==> config.mk <==
export PLATFORM = sky130hd
export DESIGN_NAME = div_unit_flat
export DESIGN_NICKNAME = d
export VERILOG_FILES = /design/src/rtl/div_unit_pkg.sv /design/src/rtl/div_unit_if.sv /design/src/rtl/div_core.sv /design/src/rtl/div_unit.sv /design/src/flat_wrapper.sv
export SDC_FILE = /design/constraint.sdc
export NUM_CORES = 1
export LEC_CHECK = 0
export ABC_CLOCK_PERIOD_IN_PS = 13900
export BUFFER_PORTS_ARGS = -buffer_cell sky130_fd_sc_hd__buf_2
export CAP_MARGIN = 15
export CORE_AREA = 3 3 223 225
export CTS_CLUSTER_SIZE = 28
export DETAILED_ROUTE_END_ITERATION = 8
export DIE_AREA = 0 0 226 228
export GPL_TIMING_DRIVEN = 0
export PLACE_DENSITY = 0.48
export SETUP_SLACK_MARGIN = 0.5
export SLEW_MARGIN = 20
export SYNTH_ARGS = -nofsm -noshare
export SYNTH_HDL_FRONTEND = slang
export SYNTH_SLANG_ARGS = --single-unit
==> constraint.sdc <==
create_clock -name clk -period 13.9 [get_ports clk]
set_clock_uncertainty 0.15 [all_clocks]
set_input_delay 0.695 -clock clk [delete_from_list [all_inputs] [get_ports clk]]
set_output_delay 0.695 -clock clk [all_outputs]
set_load 0.05 [all_outputs]
==> src/rtl/div_unit_pkg.sv <==
// Shared opcode encodings, FSM state codes and sign helper for the execute-stage divider.
package div_unit_pkg;

  localparam int DIV_W = 32;
  localparam int CNT_W = $clog2(DIV_W) + 1;

  localparam logic [7:0] EXE_DIV_OP  = 8'b0001_1010;
  localparam logic [7:0] EXE_DIVU_OP = 8'b0001_1011;

  typedef enum logic [1:0] {
    DIV_IDLE = 2'd0,
    DIV_BUSY = 2'd1,
    DIV_DONE = 2'd2
  } div_state_e;

  function automatic logic [DIV_W-1:0] neg_if(input logic n, input logic [DIV_W-1:0] v);
    return n ? -v : v;
  endfunction

endpackage

==> src/rtl/div_unit_if.sv <==
// Execute-stage divider bus: opcode/operands/control in, stall/HI-LO write out.
interface div_unit_if;
  import div_unit_pkg::*;

  logic [7:0]       aluopE;
  logic [DIV_W-1:0] srcaE;
  logic [DIV_W-1:0] srcbE;
  logic             annulE;
  logic             stall_ext;
  logic             stall_div;
  logic             hilo_we;
  logic [DIV_W-1:0] hi_o;
  logic [DIV_W-1:0] lo_o;

  modport master (
    output aluopE, srcaE, srcbE, annulE, stall_ext,
    input  stall_div, hilo_we, hi_o, lo_o
  );

  modport slave (
    input  aluopE, srcaE, srcbE, annulE, stall_ext,
    output stall_div, hilo_we, hi_o, lo_o
  );

endinterface

==> src/rtl/div_core.sv <==
// Unsigned restoring divider datapath: one quotient bit per cycle, DATA_W steps per division.
module div_core import div_unit_pkg::*; #(
  parameter int DATA_W = DIV_W
) (
  input  logic              clk,
  input  logic              rst,
  input  logic              i_clear,
  input  logic              i_start,
  input  logic [DATA_W-1:0] i_dividend,
  input  logic [DATA_W-1:0] i_divisor,
  output logic              o_last,
  output logic [DATA_W-1:0] o_quo_next,
  output logic [DATA_W-1:0] o_rem_next
);

  logic [DATA_W-1:0] r_rem, r_quo, r_div;
  logic [CNT_W-1:0]  r_cnt;
  logic              r_busy;

  logic [DATA_W:0]   w_rem_sh;
  logic [DATA_W-1:0] w_diff;
  logic              w_ge;

  // Shifted remainder can reach 2*divisor-1, so it keeps one extra bit for the compare.
  assign w_rem_sh   = {r_rem, r_quo[DATA_W-1]};
  assign w_ge       = w_rem_sh >= {1'b0, r_div};
  assign w_diff     = w_rem_sh[DATA_W-1:0] - r_div;
  assign o_rem_next = w_ge ? w_diff : w_rem_sh[DATA_W-1:0];
  assign o_quo_next = {r_quo[DATA_W-2:0], w_ge};
  assign o_last     = r_busy & (r_cnt == CNT_W'(DATA_W - 1));

  always_ff @(posedge clk) begin
    if (rst || i_clear) begin
      r_rem  <= '0;
      r_quo  <= '0;
      r_div  <= '0;
      r_cnt  <= '0;
      r_busy <= 1'b0;
    end else if (i_start) begin
      r_rem  <= '0;
      r_quo  <= i_dividend;
      r_div  <= i_divisor;
      r_cnt  <= '0;
      r_busy <= 1'b1;
    end else if (r_busy) begin
      r_rem <= o_rem_next;
      r_quo <= o_quo_next;
      r_cnt <= r_cnt + 1'b1;
      if (o_last) r_busy <= 1'b0;
    end
  end

endmodule

==> src/rtl/div_unit.sv <==
// Execute-stage DIV/DIVU unit: issue/busy/done FSM, sign handling, pipeline stall and HI/LO strobe.
module div_unit import div_unit_pkg::*; (
  input  logic         clk,
  input  logic         rst,
  div_unit_if.slave    bus
);

  div_state_e       r_state, w_state_next;
  logic             r_q_neg, r_r_neg;
  logic [DIV_W-1:0] r_hi, r_lo;

  logic             w_is_signed, w_is_div, w_issue, w_div_zero;
  logic             w_a_neg, w_b_neg;
  logic [DIV_W-1:0] w_abs_a, w_abs_b, w_quo_next, w_rem_next;
  logic             w_core_start, w_core_clear, w_core_last;
  logic             w_stall_div, w_hilo_we;

  assign w_is_signed = bus.aluopE == EXE_DIV_OP;
  assign w_is_div    = w_is_signed | (bus.aluopE == EXE_DIVU_OP);
  assign w_issue     = (r_state == DIV_IDLE) & w_is_div & ~bus.annulE;
  assign w_div_zero  = bus.srcbE == '0;
  assign w_a_neg     = w_is_signed & bus.srcaE[DIV_W-1];
  assign w_b_neg     = w_is_signed & bus.srcbE[DIV_W-1];
  assign w_abs_a     = neg_if(w_a_neg, bus.srcaE);
  assign w_abs_b     = neg_if(w_b_neg, bus.srcbE);

  div_core #(.DATA_W(DIV_W)) u_core (
    .clk        (clk),
    .rst        (rst),
    .i_clear    (w_core_clear),
    .i_start    (w_core_start),
    .i_dividend (w_abs_a),
    .i_divisor  (w_abs_b),
    .o_last     (w_core_last),
    .o_quo_next (w_quo_next),
    .o_rem_next (w_rem_next)
  );

  always_comb begin
    w_state_next = r_state;
    w_core_start = 1'b0;
    w_core_clear = 1'b0;
    w_stall_div  = 1'b0;
    w_hilo_we    = 1'b0;
    case (r_state)
      DIV_IDLE: begin
        if (w_issue) begin
          w_stall_div = 1'b1;
          if (w_div_zero) begin
            w_state_next = DIV_DONE;
          end else begin
            w_core_start = 1'b1;
            w_state_next = DIV_BUSY;
          end
        end
      end
      DIV_BUSY: begin
        w_stall_div = 1'b1;
        if (bus.annulE) begin
          w_core_clear = 1'b1;
          w_state_next = DIV_IDLE;
        end else if (w_core_last) begin
          w_state_next = DIV_DONE;
        end
      end
      DIV_DONE: begin
        // E is released here; the write fires in the same cycle the instruction leaves E.
        if (bus.annulE) begin
          w_state_next = DIV_IDLE;
        end else if (!bus.stall_ext) begin
          w_hilo_we    = 1'b1;
          w_state_next = DIV_IDLE;
        end
      end
      default: w_state_next = DIV_IDLE;
    endcase
  end

  always_ff @(posedge clk) begin
    if (rst) begin
      r_state <= DIV_IDLE;
      r_q_neg <= 1'b0;
      r_r_neg <= 1'b0;
      r_hi    <= '0;
      r_lo    <= '0;
    end else begin
      r_state <= w_state_next;
      if (w_issue) begin
        r_q_neg <= w_a_neg ^ w_b_neg;
        r_r_neg <= w_a_neg;
        if (w_div_zero) begin
          r_lo <= '1;
          r_hi <= bus.srcaE;
        end
      end else if (r_state == DIV_BUSY && !bus.annulE && w_core_last) begin
        r_lo <= neg_if(r_q_neg, w_quo_next);
        r_hi <= neg_if(r_r_neg, w_rem_next);
      end
    end
  end

  assign bus.stall_div = w_stall_div;
  assign bus.hilo_we   = w_hilo_we;
  assign bus.hi_o      = r_hi;
  assign bus.lo_o      = r_lo;

endmodule

==> src/flat_wrapper.sv <==
// flat-port wrapper written by rule: the top's interface ports become plain ports
module div_unit_flat import div_unit_pkg::*;
  (clk, rst, bus_aluopE, bus_srcaE, bus_srcbE, bus_annulE, bus_stall_ext, bus_stall_div, bus_hilo_we, bus_hi_o, bus_lo_o);
  div_unit_if bus_i ();
  input  logic clk;
  input  logic rst;
  input wire logic [$bits(bus_i.aluopE)-1:0] bus_aluopE;
  input wire logic [$bits(bus_i.srcaE)-1:0] bus_srcaE;
  input wire logic [$bits(bus_i.srcbE)-1:0] bus_srcbE;
  input wire logic [$bits(bus_i.annulE)-1:0] bus_annulE;
  input wire logic [$bits(bus_i.stall_ext)-1:0] bus_stall_ext;
  output wire logic [$bits(bus_i.stall_div)-1:0] bus_stall_div;
  output wire logic [$bits(bus_i.hilo_we)-1:0] bus_hilo_we;
  output wire logic [$bits(bus_i.hi_o)-1:0] bus_hi_o;
  output wire logic [$bits(bus_i.lo_o)-1:0] bus_lo_o;
  assign bus_i.aluopE = bus_aluopE;
  assign bus_i.srcaE = bus_srcaE;
  assign bus_i.srcbE = bus_srcbE;
  assign bus_i.annulE = bus_annulE;
  assign bus_i.stall_ext = bus_stall_ext;
  assign bus_stall_div = bus_i.stall_div;
  assign bus_hilo_we = bus_i.hilo_we;
  assign bus_hi_o = bus_i.hi_o;
  assign bus_lo_o = bus_i.lo_o;
  div_unit u_core (.clk(clk), .rst(rst), .bus(bus_i));
endmodule
Word level (Yosys, flattened, before mapping). Cells that the tools add are included.

Add/subtract/negate cells: 6. $lt $le $gt $ge: 1. Equality and inequality tests: 9. Multiplexer cells: 33. Bitwise logic cells: 8. Reductions and logical operators: 11.

Operator list (count): 32-bit two-way mux (13); 32-bit negation (4); 33-bit by 32-bit >= comparator with 1-bit output (1); 32-bit zero test (1); 32-bit subtractor (1); 8-bit by 5-bit equality test with 1-bit output, second input constant (2); 1-bit two-way mux (12); 2-bit two-way mux (6); 6-bit by 1-bit adder with 6-bit output, second input constant (1); 6-bit by 5-bit equality test with 1-bit output, second input constant (1); 2-bit one-hot mux with 3 select lines (1); 1-bit bitwise AND (5); 2-bit nonzero test (2); 3-bit by 2-bit inequality test with 1-bit output, second input constant (1); 3-bit inequality test, second input constant (1); 3-bit AND reduction (1); 2-bit by 1-bit equality test with 1-bit output, second input constant (1); 2-bit equality test, second input constant (1); 1-bit logical AND (2); 2-bit zero test (1); 2-bit by 1-bit inequality test with 1-bit output, second input constant (1); 2-bit inequality test, second input constant (1); 1-bit one-hot mux with 2 select lines (1); 2-bit AND reduction (1); other kinds (6) (6).

Register bits: 171. Input bits: 76. Output and inout bits: 66. Word-level logic and storage cells: 78.

Depth between registers and ports, before layout.
Depth after elaboration: 7. Mapped depth: 21.

Modules after synthesis. From an unflattened synthesis, not the netlist that was laid out.

Cell total of the unflattened synthesis: 1535. Area, all modules: 12061.6 um^2.

Modules (own cells, without submodules): div_core (instances 1, cells each 823, area each 6682.7 um^2, sequential area each 2062.0 um^2); div_unit (instances 1, cells each 712, area each 5378.9 um^2, sequential area each 1361.3 um^2).

Worst setup path after synthesis. OpenSTA, ideal clock, no wires.

Path kind: register -> register. From: register u_core.u_core.r_quo[31]. To: register u_core.r_hi[26] (netlist: u_core.bus.hi_o[26]). Arrival time: 4356 ps. Required time: 13630 ps. Path slack: 9274 ps. Cell stages (with the launch flop): 19. Buffers on the path: 3. Cell sequence: dfxtp_1 > inv_1 > ha_1 > nand2b_1 > a211o_1 > a211o_1 > a211o_4 > nand3_4 > buf_2 > buf_2 > buf_1 > nand2_1 > o21ai_0 > ha_1 > o21ai_0 > nor4_2 > nand3_1 > and4_1 > o31a_1.

Cells in the longest elaborated chain, start to end: 6.

Ends and longest elaborated chain: from (decl) (line div_core.sv:16) `logic [DATA_W-1:0] r_rem, r_quo, r_div;`; from (signal assigned) (line div_core.sv:41) `r_quo <= i_dividend;`; from (signal assigned) (line div_core.sv:47) `r_quo <= o_quo_next;`; 32-bit subtractor / 33-bit by 32-bit >= comparator with 1-bit output (equally long branches) (line div_core.sv:27, div_core.sv:26); 32-bit two-way mux (*) (line div_core.sv:28) `assign o_rem_next = w_ge ? w_diff : w_rem_sh[DATA_W-1:0];`; 32-bit negation (line div_unit_pkg.sv:17) `return n ? -v : v;`; 32-bit two-way mux (*) (line div_unit_pkg.sv:17); 32-bit two-way mux (*) (line div_unit.sv:95) `end else if (r_state == DIV_BUSY && !bus.annulE && w_core_last) begin`; 32-bit two-way mux (*) (line div_unit.sv:88) `if (w_issue) begin`; to (signal assigned) (line div_unit.sv:93) `r_hi <= bus.srcaE;`; to (signal assigned) (line div_unit.sv:97) `r_hi <= neg_if(r_r_neg, w_rem_next);`; to (decl) (line div_unit.sv:10) `logic [DIV_W-1:0] r_hi, r_lo;`.

Every way passes the cells marked *; elsewhere a longest branch is shown, timed or not. The select of a mux whose other input is x is not followed. A chain may end at the register's enable or synchronous reset.

Worst setup path in the final report.
From: register u_core.u_core.r_rem[24]. To: register u_core.r_hi[26] (netlist: u_core.bus.hi_o[26]).

Cells in the longest elaborated chain, start to end: 6.

Ends and longest elaborated chain: from (decl) (line div_core.sv:16); from (signal assigned) (line div_core.sv:46) `r_rem <= o_rem_next;`; 32-bit subtractor / 33-bit by 32-bit >= comparator with 1-bit output (equally long branches) (line div_core.sv:27, div_core.sv:26); 32-bit two-way mux (*) (line div_core.sv:28); 32-bit negation (line div_unit_pkg.sv:17); 32-bit two-way mux (*) (line div_unit_pkg.sv:17); 32-bit two-way mux (*) (line div_unit.sv:95); 32-bit two-way mux (*) (line div_unit.sv:88).

Marked as above.

==> results.json <==
{
  "root_buffer": "clkbuf_16",
  "min_period_over_period": 0.4545,
  "fmax_mhz": 158.3,
  "fin_nets": 1833,
  "regToRegSetupSlack_ns": 7.58,
  "startpoint": "u_core.u_core.r_rem[24]$_SDFFE_PP0P_",
  "grt_util_all_layers": 0.1784,
  "synth_cell_type_count": 72,
  "drive_above_1_share": 0.1236,
  "cp_max_fo": 10,
  "avgSynthCellArea_um2": 7.632,
  "grt_pass1_vias": 11390,
  "whs_path_depth": 2,
  "first_iter_violations": 1337,
  "synthFlopType": "dfxtp_1",
  "layout_common_cells": "nor2_1 (209), dfxtp_1 (171), buf_2 (152)",
  "core_um2": 47750,
  "ys_seq_area_frac": 0.2877,
  "multiInputGateArea_um2": 7869,
  "avgRoutedWirePerCell_um": 20.09,
  "place_area_um2": 13390,
  "gr-total-overflow": 0,
  "numCtsBuffers": 17,
  "routed-via-count": 12260,
  "yosysTopAreaCellShare": 0.2877,
  "status": "finished clean",
  "initial_utilization": 0.2492,
  "ff_latch_area_um2": 3423,
  "syn_nets": 1673,
  "cts_tree": "built",
  "critical_path_class": "flop to flop",
  "reg2reg_to": "u_core.bus.hi_o[26]$_SDFFE_PP0P_",
  "synth_seq_cells": 171,
  "min-delay-start": "u_core.u_core.r_div[31]$_SDFFE_PP0P_",
  "rsz0062_at_grt": "no",
  "synth_edf_count": 0,
  "std_cell_rows": 80,
  "postCtsHoldBufs": 0,
  "r2r_start": "u_core.u_core.r_rem[24]$_SDFFE_PP0P_",
  "maxSlewViolCount": 0,
  "arrival_ns": 6.51,
  "final_common_cell": "nor2_1",
  "grt_pass1_wl_um": 70280,
  "cts.sink_count": 171,
  "cap_viol_max_count": 0,
  "die_area_um2": 51530,
  "yosysTopAreaCell": "dfxtp_1",
  "timing.hold.ws_ns": 0.3075,
  "antenna_found_initial": 0,
  "period_minus_slack_ns": 6.318,
  "place_congestion": 0.9035,
  "crit_path_start_kind": "flop",
  "slew_headroom": 0.2578,
  "worstRegToRegCells": 18,
  "ir_worst_vdd_mv": 0.08776,
  "setup_violations": 0,
  "p_leak_nw": 5.274,
  "hold_path_end": "u_core.u_core.r_div[31]$_SDFFE_PP0P_",
  "ioPinCount": 142,
  "ys_top_cells_by_area": "dfxtp_1 (29%), a211oi_1 (6.9%), nor2_1 (6.6%)",
  "post_cts_resized": 0,
  "drcViolationCount": 0,
  "powerDensity_nw_per_um2": 84.02,
  "first_pass_iters": 5,
  "worstPathRequired_ns": 14.10,
  "timing.final.ws_setup_ns": 7.582,
  "syn-instance-count": 1559,
  "final_antenna_net_count": 0,
  "die_w_um": 226,
  "wl_um": 47130,
  "netlist_area_um2": 11900,
  "synth_warnings": 0,
  "hold_viol": 0,
  "vias_per_cell": 5.225,
  "area.growth.synth_to_final_pct": 17.28,
  "clk_pin_slew_worst_paths_ns": 0.07,
  "crit_path_end_kind": "flop",
  "grt_max_degree": 17,
  "insertion_delay_ns": 0.45,
  "setup_tns_ns": 0,
  "insertedDiodeCount": 0,
  "final_area_um2": 13950,
  "worstMarginPinSlew_ns": 1.109,
  "fillCellCount": 5208,
  "htree_levels": 4,
  "async_flop_share": 0,
  "chipHeight_um": 228,
  "min_path_type": "flop to flop",
  "clockBufferDepth": 2,
  "portBuffers": 140,
  "hpwl_um": 38260,
  "postCtsSetupBuffers": 0,
  "dp_slack_ns": 7.671
}
## metal layers
| layer | track usage | wire length, um | up-vias |
|---|---|---|---|
| met2 | 0.2782 | 20610 | 411 |
| met1 | 0.2530 | 22850 | 5812 |
| met3 | 0.02790 | 2439 | 46 |
| li1 | - | - | 5989 |
| met5 | 0 | 0 | - |
| met4 | 0.05283 | 1230 | 0 |
## cell usage after synthesis (17+ instances only)
| cell type | count |
|---|---|
| clkbuf_1 | 83 |
| xnor2_1 | 73 |
| nor3_1 | 45 |
| inv_1 | 56 |
| a211oi_1 | 109 |
| dfxtp_1 | 171 |
| ha_1 | 37 |
| nor2_1 | 209 |
| o31ai_1 | 26 |
| o21ai_0 | 66 |
| a21oi_1 | 97 |
| nor4_1 | 17 |
| mux2i_1 | 56 |
| xor2_1 | 60 |
| nand2_1 | 147 |
| nand3_1 | 26 |
| or3_1 | 28 |
## through the flow
step | utilization | cells | power [mW]
2_1_floorplan | - | 1559 | 0.6323
3_3_place_gp | 0.2800 | 2314 | 0.7054
3_5_place_dp | 0.2805 | 2315 | 0.7070
4_1_cts | 0.2923 | 2346 | 1.176
5_1_grt | 0.2923 | 2346 | 1.215
6_report | 0.2923 | 2346 | 1.173
## logic make-up after synthesis
family | Yosys count | share of synthesized area
compound gates | 436 | 0.2521
xor+xnor | 133 | 0.09790
fa+ha+maj | 38 | 0.04059
buf+inv | 162 | 0.05247
flops | 171 | 0.2877
mux | 59 | 0.04995
simple gates | 560 | 0.2193
## worst max-delay path, stage by stage (launching register included)
cell and delay (ns):
dfxtp_1 0.38, ha_1 0.30, clkbuf_1 0.37, and2_1 0.24, nand4b_1 0.17, nand2b_1 0.30
a211o_4 0.42, nand3_4 0.14, buf_2 0.28, buf_2 0.35, buf_1 0.67, nand2_1 0.13
o21ai_0 0.22, ha_1 0.30, o21ai_0 0.29, nor4_2 0.74, nand3_1 0.22, and4_1 0.25
o31a_1 0.27
## sequential cells by signal, indices dropped and copies added, names as in the netlist
| register | flops |
|---|---|
| u_core.bus.hi_o | 32 |
| u_core.bus.lo_o | 32 |
| u_core.r_q_neg | 1 |
| u_core.r_r_neg | 1 |
| u_core.r_state | 2 |
| u_core.u_core.r_busy | 1 |
| u_core.u_core.r_cnt | 6 |
| u_core.u_core.r_div | 32 |
| u_core.u_core.r_quo | 32 |
| u_core.u_core.r_rem | 32 |
## layout make-up
type / instances / share of cell area
flip-flops and latches: 171 / 0.2453
clock buffers: 20 / 0.03201
repair buffers: 141 / 0.05075
inverters: 58 / 0.01560
plain buffers: 104 / 0.02914
well taps: 615 / 0.05514
multi-input cells: 1226 / 0.5639
clock inverters: 11 / 0.008159
## report_power, final
part	internal, mW	switching (mW)	total (mW)
combinational	0.0675	0.140	0.208
sequential	0.491	0.00146	0.492
clock	0.253	0.220	0.473
total	0.811	0.361	1.17
## worst max path at each step
stage	to	slack [ns]	cells after the start
after detailed placement	u_core.bus.hi_o[26]$_SDFFE_PP0P_	7.67	18
after CTS	u_core.bus.hi_o[26]$_SDFFE_PP0P_	7.66	18
final	u_core.bus.hi_o[26]$_SDFFE_PP0P_	7.58	18
after global placement	u_core.bus.hi_o[26]$_SDFFE_PP0P_	7.69	18
after floorplan	u_core.bus.hi_o[26]$_SDFFE_PP0P_	9.27	18
after global routing	u_core.bus.hi_o[30]$_SDFFE_PP0P_	7.19	19
(Power assumes the default switching activity.)
